==> src/rtl/trigger_sequencer_if.sv <==
// Trigger word handshake between the queue manager (master) and the sequencer (slave).
// The sequencer only accepts a word at an edge where both valid and ready are high.
interface trigger_sequencer_if;
    logic       trg_valid;
    logic [7:0] trg;
    logic       trg_ready;

    modport master (output trg_valid, output trg, input  trg_ready);
    modport slave  (input  trg_valid, input  trg, output trg_ready);
endinterface

==> src/rtl/trigger_sequencer.sv <==
// Buffers 8-bit trigger words in a FIFO and plays them out as fixed-width pulses
// or counted idle waits, back-to-back with no gap between consecutive words.
module trigger_sequencer #(
    parameter int FIFO_DEPTH  = 8,
    parameter int PULSE_WIDTH = 4
) (
    input  logic                            clk,
    input  logic                            rst_n,
    trigger_sequencer_if.slave              trg_bus,
    output logic                            pulse,
    output logic [6:0]                      codeword,
    output logic                            busy,
    output logic                            overflow,
    output logic [$clog2(FIFO_DEPTH):0]     fifo_count
);

    localparam int AW = $clog2(FIFO_DEPTH);
    localparam int CW = AW + 1;
    localparam logic [6:0] PULSE_LOAD = 7'(PULSE_WIDTH - 1);

    typedef enum logic [1:0] {IDLE, PULSE, WAIT} state_t;

    state_t          state, state_nxt;
    logic [6:0]      counter, counter_nxt;
    logic [6:0]      codeword_q;
    logic            load_cw;

    logic [7:0]      mem [FIFO_DEPTH];
    logic [AW-1:0]   wr_ptr, rd_ptr;
    logic [CW-1:0]   count;
    logic            full, push, pop;
    logic [7:0]      head;

    // Readiness comes from the registered count, so a pop at the same edge never frees a slot.
    assign full              = (count == CW'(FIFO_DEPTH));
    assign trg_bus.trg_ready = !full;
    assign push              = trg_bus.trg_valid && !full;
    assign head              = mem[rd_ptr];

    always_ff @(posedge clk) begin
        if (push) begin
            mem[wr_ptr] <= trg_bus.trg;
        end
    end

    always_ff @(posedge clk or negedge rst_n) begin
        if (!rst_n) begin
            wr_ptr   <= '0;
            rd_ptr   <= '0;
            count    <= '0;
            overflow <= 1'b0;
        end else begin
            if (push) begin
                wr_ptr <= wr_ptr + AW'(1);
            end
            if (pop) begin
                rd_ptr <= rd_ptr + AW'(1);
            end
            unique case ({push, pop})
                2'b10:   count <= count + CW'(1);
                2'b01:   count <= count - CW'(1);
                default: count <= count;
            endcase
            if (trg_bus.trg_valid && full) begin
                overflow <= 1'b1;
            end
        end
    end

    always_ff @(posedge clk or negedge rst_n) begin
        if (!rst_n) begin
            state      <= IDLE;
            counter    <= '0;
            codeword_q <= '0;
        end else begin
            state   <= state_nxt;
            counter <= counter_nxt;
            if (load_cw) begin
                codeword_q <= head[6:0];
            end
        end
    end

    // A new word is decoded either from IDLE or on the last cycle of a pulse/wait,
    // which is what lets sequences run without a dead cycle between words.
    always_comb begin
        state_nxt   = state;
        counter_nxt = counter;
        pop         = 1'b0;
        load_cw     = 1'b0;
        if (state == IDLE || counter == 7'd0) begin
            if (count != '0) begin
                pop = 1'b1;
                if (head[7]) begin
                    state_nxt   = PULSE;
                    counter_nxt = PULSE_LOAD;
                    load_cw     = 1'b1;
                end else if (head[6:0] != 7'd0) begin
                    state_nxt   = WAIT;
                    counter_nxt = head[6:0] - 7'd1;
                end else begin
                    state_nxt   = IDLE;
                end
            end else begin
                state_nxt = IDLE;
            end
        end else begin
            counter_nxt = counter - 7'd1;
        end
    end

    assign pulse      = (state == PULSE);
    assign codeword   = codeword_q;
    assign busy       = (state != IDLE) || (count != '0);
    assign fifo_count = count;

endmodule

==> src/flat_wrapper.sv <==
// flat-port wrapper written by rule: the top's interface ports become plain ports
module trigger_sequencer_flat 
#(
    parameter int FIFO_DEPTH  = 8,
    parameter int PULSE_WIDTH = 4
)
  (clk, rst_n, pulse, codeword, busy, overflow, fifo_count, trg_bus_trg_valid, trg_bus_trg, trg_bus_trg_ready);
  trigger_sequencer_if trg_bus_i ();
  input  logic clk;
  input  logic rst_n;
  output logic pulse;
  output logic [6:0] codeword;
  output logic busy;
  output logic overflow;
  output logic [$clog2(FIFO_DEPTH):0] fifo_count;
  input wire logic [$bits(trg_bus_i.trg_valid)-1:0] trg_bus_trg_valid;
  input wire logic [$bits(trg_bus_i.trg)-1:0] trg_bus_trg;
  output wire logic [$bits(trg_bus_i.trg_ready)-1:0] trg_bus_trg_ready;
  assign trg_bus_i.trg_valid = trg_bus_trg_valid;
  assign trg_bus_i.trg = trg_bus_trg;
  assign trg_bus_trg_ready = trg_bus_i.trg_ready;
  trigger_sequencer #(.FIFO_DEPTH(FIFO_DEPTH), .PULSE_WIDTH(PULSE_WIDTH)) u_core (.clk(clk), .rst_n(rst_n), .trg_bus(trg_bus_i), .pulse(pulse), .codeword(codeword), .busy(busy), .overflow(overflow), .fifo_count(fifo_count));
endmodule
==> config.mk <==
export PLATFORM = sky130hd
export DESIGN_NAME = trigger_sequencer_flat
export DESIGN_NICKNAME = d
export VERILOG_FILES = /design/src/rtl/trigger_sequencer_if.sv /design/src/rtl/trigger_sequencer.sv /design/src/flat_wrapper.sv
export SDC_FILE = /design/constraint.sdc
export NUM_CORES = 1
export LEC_CHECK = 0
export CAP_MARGIN = 20
export CORE_UTILIZATION = 55
export DETAILED_ROUTE_END_ITERATION = 8
export PLACE_DENSITY = 0.75
export SYNTH_ARGS = -nofsm -noshare
export SYNTH_HDL_FRONTEND = slang
export SYNTH_SLANG_ARGS = --single-unit
==> constraint.sdc <==
create_clock -name clk -period 6.5 [get_ports clk]
set_clock_uncertainty 0.15 [all_clocks]
set_input_delay 0.975 -clock clk [delete_from_list [all_inputs] [get_ports clk]]
set_output_delay 0.975 -clock clk [all_outputs]
set_load 0.005 [all_outputs]
# == Word level (Yosys, flattened, before mapping) ==
# Memories as Yosys holds them, arrays and structs flattened.
# Index checks and enable logic that the tools add are counted.
# totals
mem_bits_ro,0
inputBits,11
latch_bits,0
out_inout_bits,15
wordCells,47
ramBits,64
n_memories,1
register_bits,27
# memory_table
name,words,word_bits,rd,rd_ports_with_merged_regs,wr,line_no,source
u_core.mem,8,8,1,0,1,trigger_sequencer.sv:28,logic [7:0] mem [FIFO_DEPTH];
# op_classes
n_mux,15
mul,0
n_shift,0
reduce_logical,12
n_bitwise,0
n_lt_le_gt_ge,0
div,0
add_sub_neg,6
eq_ne,6
# op_table
cell,n
2-to-1 mux 7 bit,4
"subtractor 7 x 1 -> 7 bit, second input constant",2
one-hot mux 4 bit (2 select lines),1
zero test 7 bit,1
2-to-1 mux 1 bit,7
nonzero test 7 bit,1
"adder 3 x 1 -> 3 bit, second input constant",2
2-to-1 mux 2 bit,3
"adder 4 x 1 -> 4 bit, second input constant",1
"equality test 2 x 1 -> 1 bit, second input constant",2
"equality test 4 bit, second input constant",1
nonzero test 2 bit,2
nonzero test 4 bit,1
"subtractor 4 x 1 -> 4 bit, second input constant",1
"inequality test 3 x 2 -> 1 bit, second input constant",1
"equality test 2 bit, second input constant",1
logical AND 1 bit,2
zero test 2 bit,1
logical OR 1 bit,2
"inequality test 2 bit, second input constant",1
AND reduction 2 bit,1
zero test 1 bit,1

# == Depth between registers and ports, before layout ==
# Gate-level depths: netlist of run 1.
# An unclocked memory read counts as a cell.
# logic_depth
depth_word,6
mapped_depth,13
mapped_depth_nobuf,12

# == Worst setup path before layout of run 1 ==
# No wires, ideal clock.
# synth_path
path_kind,flip-flop to flip-flop
startpoint,reg u_core.counter[0]
endpoint,reg u_core.count[2] (netlist: u_core.fifo_count[2])
path_buffers,0
stages_incl_launch_ff,13
t_arrival_ns,2.592
setup_slack_ns,3.631
path_cell_list,dfrtp_1 -> inv_1 -> ha_1 -> nor4b_2 -> a21oi_1 -> nor2_1 -> ha_1 -> xor2_1 -> ha_1 -> a21oi_1 -> xor2_1 -> nor2_1 -> xor2_1
# synth_via
elab_chain_len,5
word_cells_on_any_way,7
classes_between,eq/ne: 2; mux: 2; reduce/logical: 3
# synth_lines
item,line_no,source
"start, declared",trigger_sequencer.sv:24,"logic [6:0] counter, counter_nxt;"
"start signal, assigned",trigger_sequencer.sv:77,counter <= counter_nxt;
zero test 7 bit *,trigger_sequencer.sv:91,if (state == IDLE || counter == 7'd0) begin
logical OR 1 bit *,trigger_sequencer.sv:91,
2-to-1 mux 1 bit *,trigger_sequencer.sv:91,
net u_core.pop,trigger_sequencer.sv:31,"logic full, push, pop;"
equality test 2 x 1 -> 1 bit / equality test 2 bit (equally long branches),trigger_sequencer.sv:59,"unique case ({push, pop})"
one-hot mux 4 bit (2 select lines) / nonzero test 2 bit (equally long branches),n/a,
"end signal, assigned",trigger_sequencer.sv:60,2'b10: count <= count + CW'(1);
"end signal, assigned",trigger_sequencer.sv:61,2'b01: count <= count - CW'(1);
"end signal, assigned",trigger_sequencer.sv:62,default: count <= count;
"end, declared",trigger_sequencer.sv:30,logic [CW-1:0] count;
# Mark *: on every way through the listed nets, which the timed path passes. The rest lies on a longest branch.
# A chain may end at the register's enable or synchronous reset.

# == Worst setup path after layout of run 1 ==
# Ends and elaborated chain as after synthesis.

==> impl.org, run 1 <==
** Run status
- The run finished with clean final reports.

** Min path
- Min-Delay Endpoint :: u_core.overflow
- Startpoint of the most critical hold path :: u_core.overflow
- Count of cells along the worst hold path :: 1
- Path class of the lowest-slack min-delay path :: register to register

** Clocking
- CTS tree :: done
- No sink is reached through more buffers than the 2 on the longest clock path.
- Inserted Clock Buffers :: 9
- The clock reaches the later pin of the worst-skew pair after 0.36 ns.
- Gates resized, CTS repair :: 0
- The clock drives 91 sinks.
- The tree is rooted in a sky130_fd_sc_hd__clkbuf_8.
- The H-tree was split into 3 levels.
- After clock tree synthesis, the clock-pin slew on the worst setup and hold paths is 0.09 ns.
- Number of buffers inserted by post-CTS setup repair :: 0
- For this design, the CTS-stage hold fixing added 0 buffers.

** Route
- The final route contains 2241 vias.
- For this block, the initial DRC count from the detailed router was 111.
- M1 WL :: 3210 um
- Routed length on met2 :: 3620 um
- DRC violation count after routing :: 0
- Using the TritonRoute via totals, the vias-per-cell ratio works out to 5.63.
- Remaining antenna violation count :: 0
- The routed design uses between 150 and 200 um of met3 wire.
- After detailed routing, the average wire length per cell comes to 18.0 um.
- The final layout contains routed wiring with a total length of 7180 um.
- The highest metal layer carrying signal wires in the routed design is met4.
- For this run, the detailed router's first-pass iteration total came to 4.

** Logic synthesis
- The cell area that synthesis handed to floorplanning was ~4000 um2.
- Async S/R FF share, synth :: 29.7%
- The number of nets handed over by synthesis was around 280.
- Synthesis inferred 91 register bits.
- A synthesized cell averages between 15 and 20 um2.
- Portion of synthesized cell area occupied by the leading cell type :: 48.3%
- Biggest area contributors in the synthesized netlist :: sky130_fd_sc_hd__edfxtp_1 (48%), sky130_fd_sc_hd__dfrtp_1 (17%), sky130_fd_sc_hd__mux4_2 (6.2%), sky130_fd_sc_hd__mux2i_1 (3.0%), sky130_fd_sc_hd__ha_1 (2.5%)
- Number of warning messages in the yosys log :: 0
- The cell count after synthesis came out at ~260.
- sky130_fd_sc_hd__edfxtp_1 takes more of the synthesized area than any other cell.
- Post-synth EDFFs :: 64
- The synthesized netlist contains 47 unique library cells.
- Synth Flop Type :: sky130_fd_sc_hd__edfxtp_1
- Proportion of synthesized chip area in sequential cells :: 65.2%

** Critical path
- Data on the critical path arrives at its endpoint at 3.44 ns.
- The slowest stage of the critical path is the sky130_fd_sc_hd__nor2_1 cell.
- The worst register-to-register path begins at u_core.counter[0].
- Maximum net fanout on the critical path :: 8
- The setup path with the least slack is of type register to register.
- Delay of the slowest critical-path stage :: 0.51 ns
- CP top delay family :: simple AND/OR/NAND/NOR gates
- The worst setup path is captured at a register.
- The signal on the critical path passes through inv_1, ha_1, nor4b_2, a21oi_1, nor2_1, ha_1, xor2_1, ha_1, a21oi_1, xor2_1, nor2_1, xor2_1.
- The number of buffers and inverters on the critical path is 1.
- Data on the critical path is required at its endpoint by roughly 6.6 ns.
- The setup check on the worst reg-to-reg path leaves a slack of 3.16 ns.
- The worst setup path is launched from a register.
- Endpoint of the worst register-to-register path :: u_core.fifo_count[2]
- Depth of the worst register-to-register path :: 12

** STA
- Unrepaired setup endpoints after global routing :: no
- The worst path uses 51.4% of the clock period.
- Slew at the pin with the worst max-slew slack :: 0.962 ns
- Setup violations remaining at the end of the flow were counted as 0.
- Count of endpoints failing hold in the final timing report :: 0
- In the final timing run, aggregate negative setup slack is 0 ns.
- Worst relative slew slack :: 35.6%
- Final Max Slew Viols :: 0
- Subtracting the final worst setup slack from the clock period gives 3.34 ns.
- Derived from the worst setup path, the maximum achievable clock frequency is 299 MHz.

** Global route
- Vias in the first global route :: ~2200
- Summed over all layers, the global routing overflow is 0.
- The number of antenna violations at the first check in global routing is 0.
- Wire length of the first global-routing pass :: 11300 um
- Entering global routing, the biggest net connects 28 pins.
- Global routing consumed, over all layers together, 21.1% of the routing resources.

** Final layout
- Relative to the synthesized area, the layout overhead comes to 13.9%.
- Leaving out fill and tap cells, the most frequent cell in the layout is sky130_fd_sc_hd__edfxtp_1.
- Final non-filler cell area :: 4540 um2
- The repair_antennas step left the layout with diodes totalling 0.
- Final standard cell utilization of the core :: approximately two thirds
- In the final layout, the share of cells above drive strength 1 is 16.6%.
- Most used cells in the layout excluding fill and tap cells :: sky130_fd_sc_hd__edfxtp_1 (64), sky130_fd_sc_hd__dfrtp_1 (27), sky130_fd_sc_hd__clkdlybuf4s50_1 (25)
- Final net count :: 316

** Floorplanning
- Die H :: 87.1 um
- Effective utilization at floorplan :: 57.6%
- The floorplan step defined a die boundary enclosing 7580 um2.
- Die span in x :: 87.1 um
- Number of top-level pins :: 26
- The floorplan has 30 rows.
- The floorplan step defined a core boundary enclosing around 6900 um2.

** Power and ir drop
- Power spread over the standard cell area amounts to between 400 and 500 nW/um2.
- Across the VDD grid, the largest voltage drop is 0.212 mV.
- Leakage dissipation :: roughly 1.6 nW
- Overall power consumption :: approximately 2.1 mW

** Placed design
- Port buffer count :: 25
- Placement-stage cell area :: 4320 um2
- Gp weighted congestion :: 0.863
- DP Wirelength :: slightly below 5000 um

** Run
- Across the run, the number of max-cap violations was 0.
[per-stage QoR]
step	setup WS [ns]	std cells	hold slack (ns)
after floorplan	3.63	264	0.310
after global placement	3.09	381	0.301
after detailed placement	3.00	381	0.311
after CTS	3.01	397	0.332
after global routing	2.76	398	0.360
final	3.16	398	0.326
[how the worst max path moves through the flow]
stage | cells after the start | slack (ns) | from | endpoint
after floorplan | 12 | 3.63 | u_core.counter[0] | u_core.fifo_count[2]
after global placement | 7 | 3.09 | u_core.rd_ptr[1] | u_core.counter[1]
after detailed placement | 7 | 3.00 | u_core.rd_ptr[1] | u_core.counter[1]
after CTS | 7 | 3.01 | u_core.rd_ptr[1] | u_core.counter[1]
after global routing | 12 | 2.76 | u_core.counter[0] | u_core.fifo_count[3]
final | 12 | 3.16 | u_core.counter[0] | u_core.fifo_count[2]
[routing by layer]
layer | GRT usage (%) | vias up
met5 | 0 | -
met2 | 35.3 | 42
met3 | 3.51 | 11
met4 | 10.2 | 0
met1 | 27.0 | 1113
li1 | - | 1075
[power by group]
group          leakage [nW]  switching (mW)  total, mW  internal [mW]
Sequential            0.904           0.126      0.894          0.768
Combinational         0.637           0.416      0.842          0.426
Clock                 0.101           0.200      0.377          0.177
Total                  1.64           0.742       2.11           1.37
[cells in the mapped netlist (2+ instances only)]
library cell and n:
sky130_fd_sc_hd__inv_1 6, sky130_fd_sc_hd__buf_6 4, sky130_fd_sc_hd__a31o_2 2, sky130_fd_sc_hd__nand4_1 2
sky130_fd_sc_hd__mux4_2 11, sky130_fd_sc_hd__nor4_1 3, sky130_fd_sc_hd__a21oi_1 6, sky130_fd_sc_hd__nand2_1 18
sky130_fd_sc_hd__xnor2_1 7, sky130_fd_sc_hd__o21ai_0 11, sky130_fd_sc_hd__nand2b_1 3, sky130_fd_sc_hd__clkbuf_1 3
sky130_fd_sc_hd__edfxtp_1 64, sky130_fd_sc_hd__mux2_2 8, sky130_fd_sc_hd__o31ai_1 5, sky130_fd_sc_hd__dfrtp_1 27
sky130_fd_sc_hd__nand3_1 4, sky130_fd_sc_hd__ha_1 8, sky130_fd_sc_hd__xor2_1 6, sky130_fd_sc_hd__nor2_1 13
sky130_fd_sc_hd__o22ai_1 6, sky130_fd_sc_hd__nor3_1 8, sky130_fd_sc_hd__mux2i_1 12, sky130_fd_sc_hd__and2_1 4
[registers in the layout, indices dropped and copies added (netlist names)]
| register | count |
|---|---|
| u_core.fifo_count | 4 |
| u_core.counter | 7 |
| u_core.mem | 64 |
| u_core.state | 2 |
| u_core.codeword | 7 |
| u_core.overflow | 1 |
| u_core.rd_ptr | 3 |
| u_core.wr_ptr | 3 |
[kinds of logic after synthesis]
| group | after synthesis | share of synthesized area (%) |
|---|---|---|
| AO/OA/AOI/OAI | 38 | 6.32 |
| XOR/XNOR | 13 | 2.86 |
| adder cells (fa/ha/maj) | 8 | 2.51 |
| buffers and inverters | 16 | 2.67 |
| flip-flops | 91 | 65.2 |
| multiplexers | 31 | 11.5 |
| AND/OR/NAND/NOR | 67 | 8.89 |
[area by class of cell]
| cell class | instances | area [um2] |
|---|---|---|
| clock buffer | 9 | 124 |
| clock inverter | 7 | 66.3 |
| fill | 515 | 2370 |
| inverter | 6 | 22.5 |
| multi-input combinational | 157 | 1280 |
| sequential | 91 | 2600 |
| tap | 96 | 120 |
| timing repair buffer | 32 | 323 |
(Power assumes the default switching activity.)
==> run 2, diff against run 1 <==
- CORE_UTILIZATION: 55 -> 53
- PLACE_DENSITY: 0.75 -> 0.76
- clock period: 6.5 -> 2.95 ns (I/O delays scaled with it)
==> impl.org, run 2 (synthesis gave the netlist of run 1 again) <==
** Floorplanning
- DIE AREA :: 7860 um2
- Die H :: 88.7 um
- In this run the count of I/O pins placed on the die edge is 26.
- Die span in x :: a little under 90 um
- Once the floorplan was initialized, standard cells occupied between 50% and 60% of the core.
- Core Region :: 7250 um2
- After floorplanning, the core was divided into 31 placement rows.

** Critical path
- Data arrives at the worst endpoint at around 2.8 ns.
- Crit path launch type :: register
- By startpoint and endpoint, the worst setup path is classified as register to register.
- STA classifies the critical path endpoint as a register.
- Along the worst path, the maximum fanout reaches 8.
- STA puts the critical path data required time at between 3 and 4 ns.

** Power and ir drop
- The share of total power dissipated in sequential elements is between 30 and 40%.
- Pwr/cell area :: 1050 nW/um2
- Cell internal power dissipation :: 3.22 mW
- Leakage dissipation :: 1.72 nW
- Switching portion of total power :: 34.2%
- Combinational cell fraction of total power :: 41.9%
- Net switching power of the design :: 1.67 mW
- Clock Power Share :: between 10% and 20%
- Worst VDD drop :: 0.397 mV

** Route
- M1 WL :: roughly 3300 um
- The highest layer touched by signal routing is met4.
- The routed design uses between 200 and 300 um of met3 wire.
- Via density per instance :: 5.54
- After the first detailed-routing iteration, the DRC count stood at 122.
- The routed design has 7300 um of wire.
- The routed layout has approximately 2300 vias.
- The routed design uses 3600 um of met2 wire.
- Average wire length per cell after detail routing :: 17.5 um
- In the routed design, unresolved DRC markers number 0.
- Remaining antenna violation count :: 0
- Count of TritonRoute iterations in the first routing pass :: 4

** Min path
- Path class of the lowest-slack min-delay path :: input pin to asynchronous set/reset pin

** Placed design
- Worst-case setup slack after placement :: 0.221 ns
- Routability-driven placement finished with a final weighted congestion of approximately 0.81.
- DP Wirelength :: 4890 um
- Input and output buffers added on the ports amount to 25.

** Global route
- Pin count of the biggest net entering global routing :: 28
- The first global-routing pass estimated 11500 um of wire.
- The number of antenna violations at the first check in global routing is 0.
- Overall global routing resource usage :: 20.5%
- Vias in the first global route :: 2291
- Leftover overflow at the end of global routing :: 0

** Final layout
- Layout filler cell count :: roughly 560
- From synthesis to final layout, the design area changed by 17.4%.
- Max FFs per register :: 64
- Register area :: ~2600 um2
- Proportion of layout cells with a drive suffix above 1 :: between 20% and 30%
- The repair_antennas step left the layout with diodes totalling 0.
- Summing all multi-input logic gate instances after layout gives between 1000 and 1500 um2.
- Top register by number of flip-flops :: u_core.mem
- The library cell used most frequently in the layout, excluding fill and tap cells, is sky130_fd_sc_hd__edfxtp_1.
- The final layout contains 331 nets.
- Most used cells in the layout excluding fill and tap cells :: sky130_fd_sc_hd__edfxtp_1 (64), sky130_fd_sc_hd__dfrtp_1 (27), sky130_fd_sc_hd__clkdlybuf4s50_1 (25)

** STA
- Total negative slack for setup checks :: 0 ns
- In the finished design, the share of the clock period the worst path needs comes to 93.0%.
- Maximum clock rate :: 364 MHz
- Worst Setup Slack, final :: between 0.2 and 0.25 ns
- Final setup violation count :: 0
- Count of endpoints failing hold in the final timing report :: 0
- Setup repair after global routing left no endpoint under its margin.
- At the pin with the least slew margin, the transition time is 0.464 ns.
- Worst relative slew slack :: between 60% and 70%
- The final count of pins violating max slew came to 0.
- The smallest clock period supported by the final layout is computed as 2.74 ns.

** Clocking
- Clock latency reported for the late side of the worst-skew pair :: 0.35 ns
- Inserted Clock Buffers :: 9
- Clock net sink count :: 91
- Clock-pin slew reported for the worst setup and hold paths after clock tree synthesis :: approximately 0.090 ns
- Clock tree root buffer cell :: sky130_fd_sc_hd__clkbuf_8
- Deepest clock path buffer count :: 2
- H-tree Lvls :: 3
- CTS tree :: done

** Run status
- Status :: complete, no violations

** Run
- Across the run, the number of max-cap violations was 0.
## run 2: cell types whose count changed in the layout (fill, tap and decap cells not counted), sizes merged
cell / previous run / this run
bufinv: 1 / 2
clkinv: 5 / 2
clkinvlp: 0 / 1
inv: 7 / 8
buf: 7 / 22
## run 2: critical path, cell delays in order (launching register included)
cell and delay, ns:
sky130_fd_sc_hd__dfrtp_1 0.50, sky130_fd_sc_hd__buf_4 0.25, sky130_fd_sc_hd__nand2b_1 0.18, sky130_fd_sc_hd__o22ai_1 0.20, sky130_fd_sc_hd__a21oi_1 0.12, sky130_fd_sc_hd__ha_1 0.22, sky130_fd_sc_hd__nor3b_1 0.13, sky130_fd_sc_hd__and4_1 0.21
sky130_fd_sc_hd__or2_1 0.35, sky130_fd_sc_hd__o32a_1 0.32
## run 2: per-stage QoR
step / power [mW] / area [um2] / std cells / hold slack, ns / utilization (%)
2_1_floorplan: 3.30 / 3980 / 264 / -0.00309 / -
3_3_place_gp: 3.94 / 4450 / 400 / 0.302 / 61.3
3_5_place_dp: 3.99 / 4450 / 400 / 0.305 / 61.3
4_1_cts: 4.93 / 4670 / 416 / 0.303 / 64.4
5_1_grt: 5.21 / 4670 / 416 / 0.336 / 64.4
6_report: 4.89 / 4670 / 416 / 0.308 / 64.4
## run 2: power groups by stage
stage / clock network (mW) / registers [mW] / logic [mW]
floorplan: 0 / 1.88 / 1.41
global placement: 0 / 1.93 / 2.01
detailed placement: 0 / 1.94 / 2.05
CTS: 0.946 / 1.92 / 2.07
global route: 1.00 / 1.95 / 2.26
finish: 0.927 / 1.91 / 2.05
## run 2: final cells by class
class	count	area share [%]
clock buffers	9	2.65
clock inverters	7	2.11
inverters	6	0.482
multi-input cells	157	27.4
flip-flops and latches	91	55.6
well taps	99	2.65
repair buffers	47	9.15
## run 2: timing repair
action                                  in CTS  in global routing
setup buffers                                0                  0
hold buffers                                 0                  0
endpoints found under the setup margin       0                  1
gates resized for setup                      0                  1
## run 2: worst paths after layout
kind	start	end	slack, ns	cells after the start
min	rst_n	u_core.fifo_count[0]	0.31	2
max	u_core.rd_ptr[0]	u_core.counter[0]	0.21	9
max in group asynchronous	rst_n	u_core.state[1]	2.07	2
max reg2reg	u_core.rd_ptr[0]	u_core.counter[0]	0.21	9
min in group clk	u_core.overflow	u_core.overflow	0.32	1
min reg2reg	u_core.overflow	u_core.overflow	0.32	1
## run 2: metal layers
layer | track usage [%] | vias to the layer above
met1 | 27.2 | 1139
met3 | 4.85 | 9
met4 | 8.94 | 0
li1 | - | 1102
met5 | 0 | -
met2 | 32.4 | 55
==> run 3, diff against run 2 <==
==> constraint.sdc (replaced) <==
create_clock -name clk -period 2.95 [get_ports clk]
set_clock_uncertainty 0.15 [all_clocks]
set_input_delay 0.59 -clock clk [delete_from_list [all_inputs] [get_ports clk]]
set_output_delay 0.59 -clock clk [all_outputs]
set_load 0.005 [all_outputs]
==> impl.org, run 3 (synthesis gave the netlist of run 1 again) <==
** Global route
- Leftover overflow at the end of global routing :: 0
- Global routing used 19.5% of the available tracks.
- The number of antenna violations at the first check in global routing came to 0.
- Wire length of the first global-routing pass :: 11000 um
- Vias in the first global route :: ~2200
- Entering global routing, the biggest net connects 28 pins.

** Critical path
- Cell breakdown of the critical path :: mux4_2, a21oi_1, ha_1, nor3b_1, and4_1, or2_1, mux2i_1
- Data on the critical path is required at its endpoint by 3.08 ns.
- Maximum net fanout on the critical path :: 8
- Endpoint kind of the worst setup timing path :: register
- Arrival @ worst endpoint :: 2.82 ns
- For the worst flop-to-flop path, the logic depth is 7.
- The worst setup path is of the register to register kind.
- Crit path launch type :: register
- Delay of the slowest critical-path stage :: 0.55 ns
- The slowest stage of the critical path is the sky130_fd_sc_hd__mux4_2 cell.

** Floorplanning
- Count of standard-cell rows :: 31
- The die covers between 7000 and 8000 um2.
- Effective utilization at floorplan :: roughly 55%
- Number of top-level pins :: 26
- Core Region :: 7250 um2
- In this run the vertical extent of the chip is 88.7 um.
- Measured along the x axis, the die boundary spans 88.7 um.

** Clocking
- CTS placed an instance of sky130_fd_sc_hd__clkbuf_8 at the clock tree root.
- Counting along the longest clock path gives a buffer depth of 2.
- Number of buffers inserted by post-CTS setup repair :: 0
- The tree built by TritonCTS fans out to 91 sinks.
- After clock tree synthesis, the repair step resized 0 gates.
- The later pin in the worst-skew pair is clocked with a latency of 0.35 ns.
- H-tree Lvls :: 3
- Inserted Clock Buffers :: 9
- After clock tree synthesis, the clock-pin slew on the worst setup and hold paths is 0.09 ns.
- Hold repair after CTS inserted 0 buffers.
- CTS tree :: done

** Min path
- Counting instances, the worst hold path has a depth of 1.
- Path class of the lowest-slack min-delay path :: register to register

** Run
- Number of maximum-capacitance violations :: 0

** Final layout
- Final Instance Count excl. Fillers :: 417
- Most used cells in the layout excluding fill and tap cells :: sky130_fd_sc_hd__edfxtp_1 (64), sky130_fd_sc_hd__dfrtp_1 (27), sky130_fd_sc_hd__clkdlybuf4s50_1 (25)
- Top register by number of flip-flops :: u_core.mem
- Syn-to-layout area delta :: 17.5%
- Total inserted antenna cells :: 0
- The post-route netlist has 20.4% of its cells at a drive strength greater than 1.
- The library cell used most frequently in the layout, excluding fill and tap cells, is sky130_fd_sc_hd__edfxtp_1.
- For this run, the post-layout net count is between 300 and 400.
- Max FFs per register :: 64

** STA
- Final Max Slew Viols :: 0
- Unrepaired setup endpoints after global routing :: no
- Timing would allow up to between 300 and 400 MHz.
- Measured against its own limit, the worst slew margin works out to approximately two thirds.
- For the finished layout, the period the worst path requires is around 2.7 ns.
- WHS :: 0.326 ns
- The number of hold-slack violations in the final timing report was 0.
- Slew at the pin with the worst max-slew slack :: 0.518 ns
- Final setup violation count :: 0
- Total negative slack for setup checks :: 0 ns
- Final clock period utilization by the worst path :: between 90% and 100%

** Route
- Remaining antenna violation count :: 0
- The first detailed-routing pass ran for 4 iterations.
- Overall via count from detail_route :: 2343
- Via density per instance :: 5.62
- After detailed routing, the total wire length is 7120 um.
- Initial DRC count :: just over 100
- Average wire length per cell after detail routing :: 17.1 um
- After detailed routing, the number of remaining DRC violations is 0.

** Power and ir drop
- VDD sags by at most 0.422 mV.
- Overall power consumption :: 4.88 mW
- Leakage dissipation :: 1.73 nW
- Pwr/cell area :: 1040 nW/um2

** Run status
- Status :: complete, no violations

** Placed design
- Gp weighted congestion :: 0.843
- In this run the tool buffered the top-level ports with 25 buffer cells.
- The number of placed instances, taps included, is roughly 400.
- DP Wirelength :: 4880 um
[run 3: final timing paths]
kind                             startpoint                    to  slack (ns)
setup / recovery           u_core.rd_ptr[0]     u_core.counter[1]        0.25
hold / removal              u_core.overflow       u_core.overflow        0.33
setup reg to reg           u_core.rd_ptr[0]     u_core.counter[1]        0.25
hold reg to reg             u_core.overflow       u_core.overflow        0.33
max in group asynchronous             rst_n       u_core.state[1]        1.93
min in group asynchronous             rst_n  u_core.fifo_count[0]        0.45
[run 3: cell type report]
cell class,count,area [um2]
fill,544,2570
multi-input combinational,157,1280
clock inverter,7,98.8
timing repair buffer,48,435
sequential,91,2600
inverter,6,22.5
clock buffer,9,124
tap,99,124
[run 3: worst max-delay path: cells and delay by family, from the launching register on]
kind / cells / cell delay, ns
adder cells (fa/ha/maj): 1 / 0.19
AO/OA/AOI/OAI: 1 / 0.30
AND/OR/NAND/NOR: 3 / 0.70
flip-flops: 1 / 0.51
multiplexers: 2 / 0.77
[run 3: routing by layer]
layer  share of wire [%]  global-route usage, %  vias to the layer above  wire, um
met5                   0                      0                        -         0
met4                 1.5                   8.06                        0       104
met3                 3.2                   3.92                        9       230
met2                  49                   30.8                       48      3490
met1                  46                   26.7                     1181      3300
li1                    -                      -                     1105         -
[run 3: where the power goes]
group          total [mW]  internal, mW  switching, mW
Clock               0.930         0.484          0.446
Combinational        2.05          1.04           1.01
Sequential           1.90          1.69          0.210
Total                4.88          3.22           1.66
[run 3: metrics by stage]
step | utilization [%] | cell area [um2] | setup WS [ns]
6_report | 64.5 | 4680 | 0.253
5_1_grt | 64.5 | 4680 | 0.0125
4_1_cts | 64.5 | 4680 | 0.249
3_5_place_dp | 61.4 | 4460 | 0.274
3_3_place_gp | 61.4 | 4460 | 0.315
2_1_floorplan | - | 3980 | 0.0810
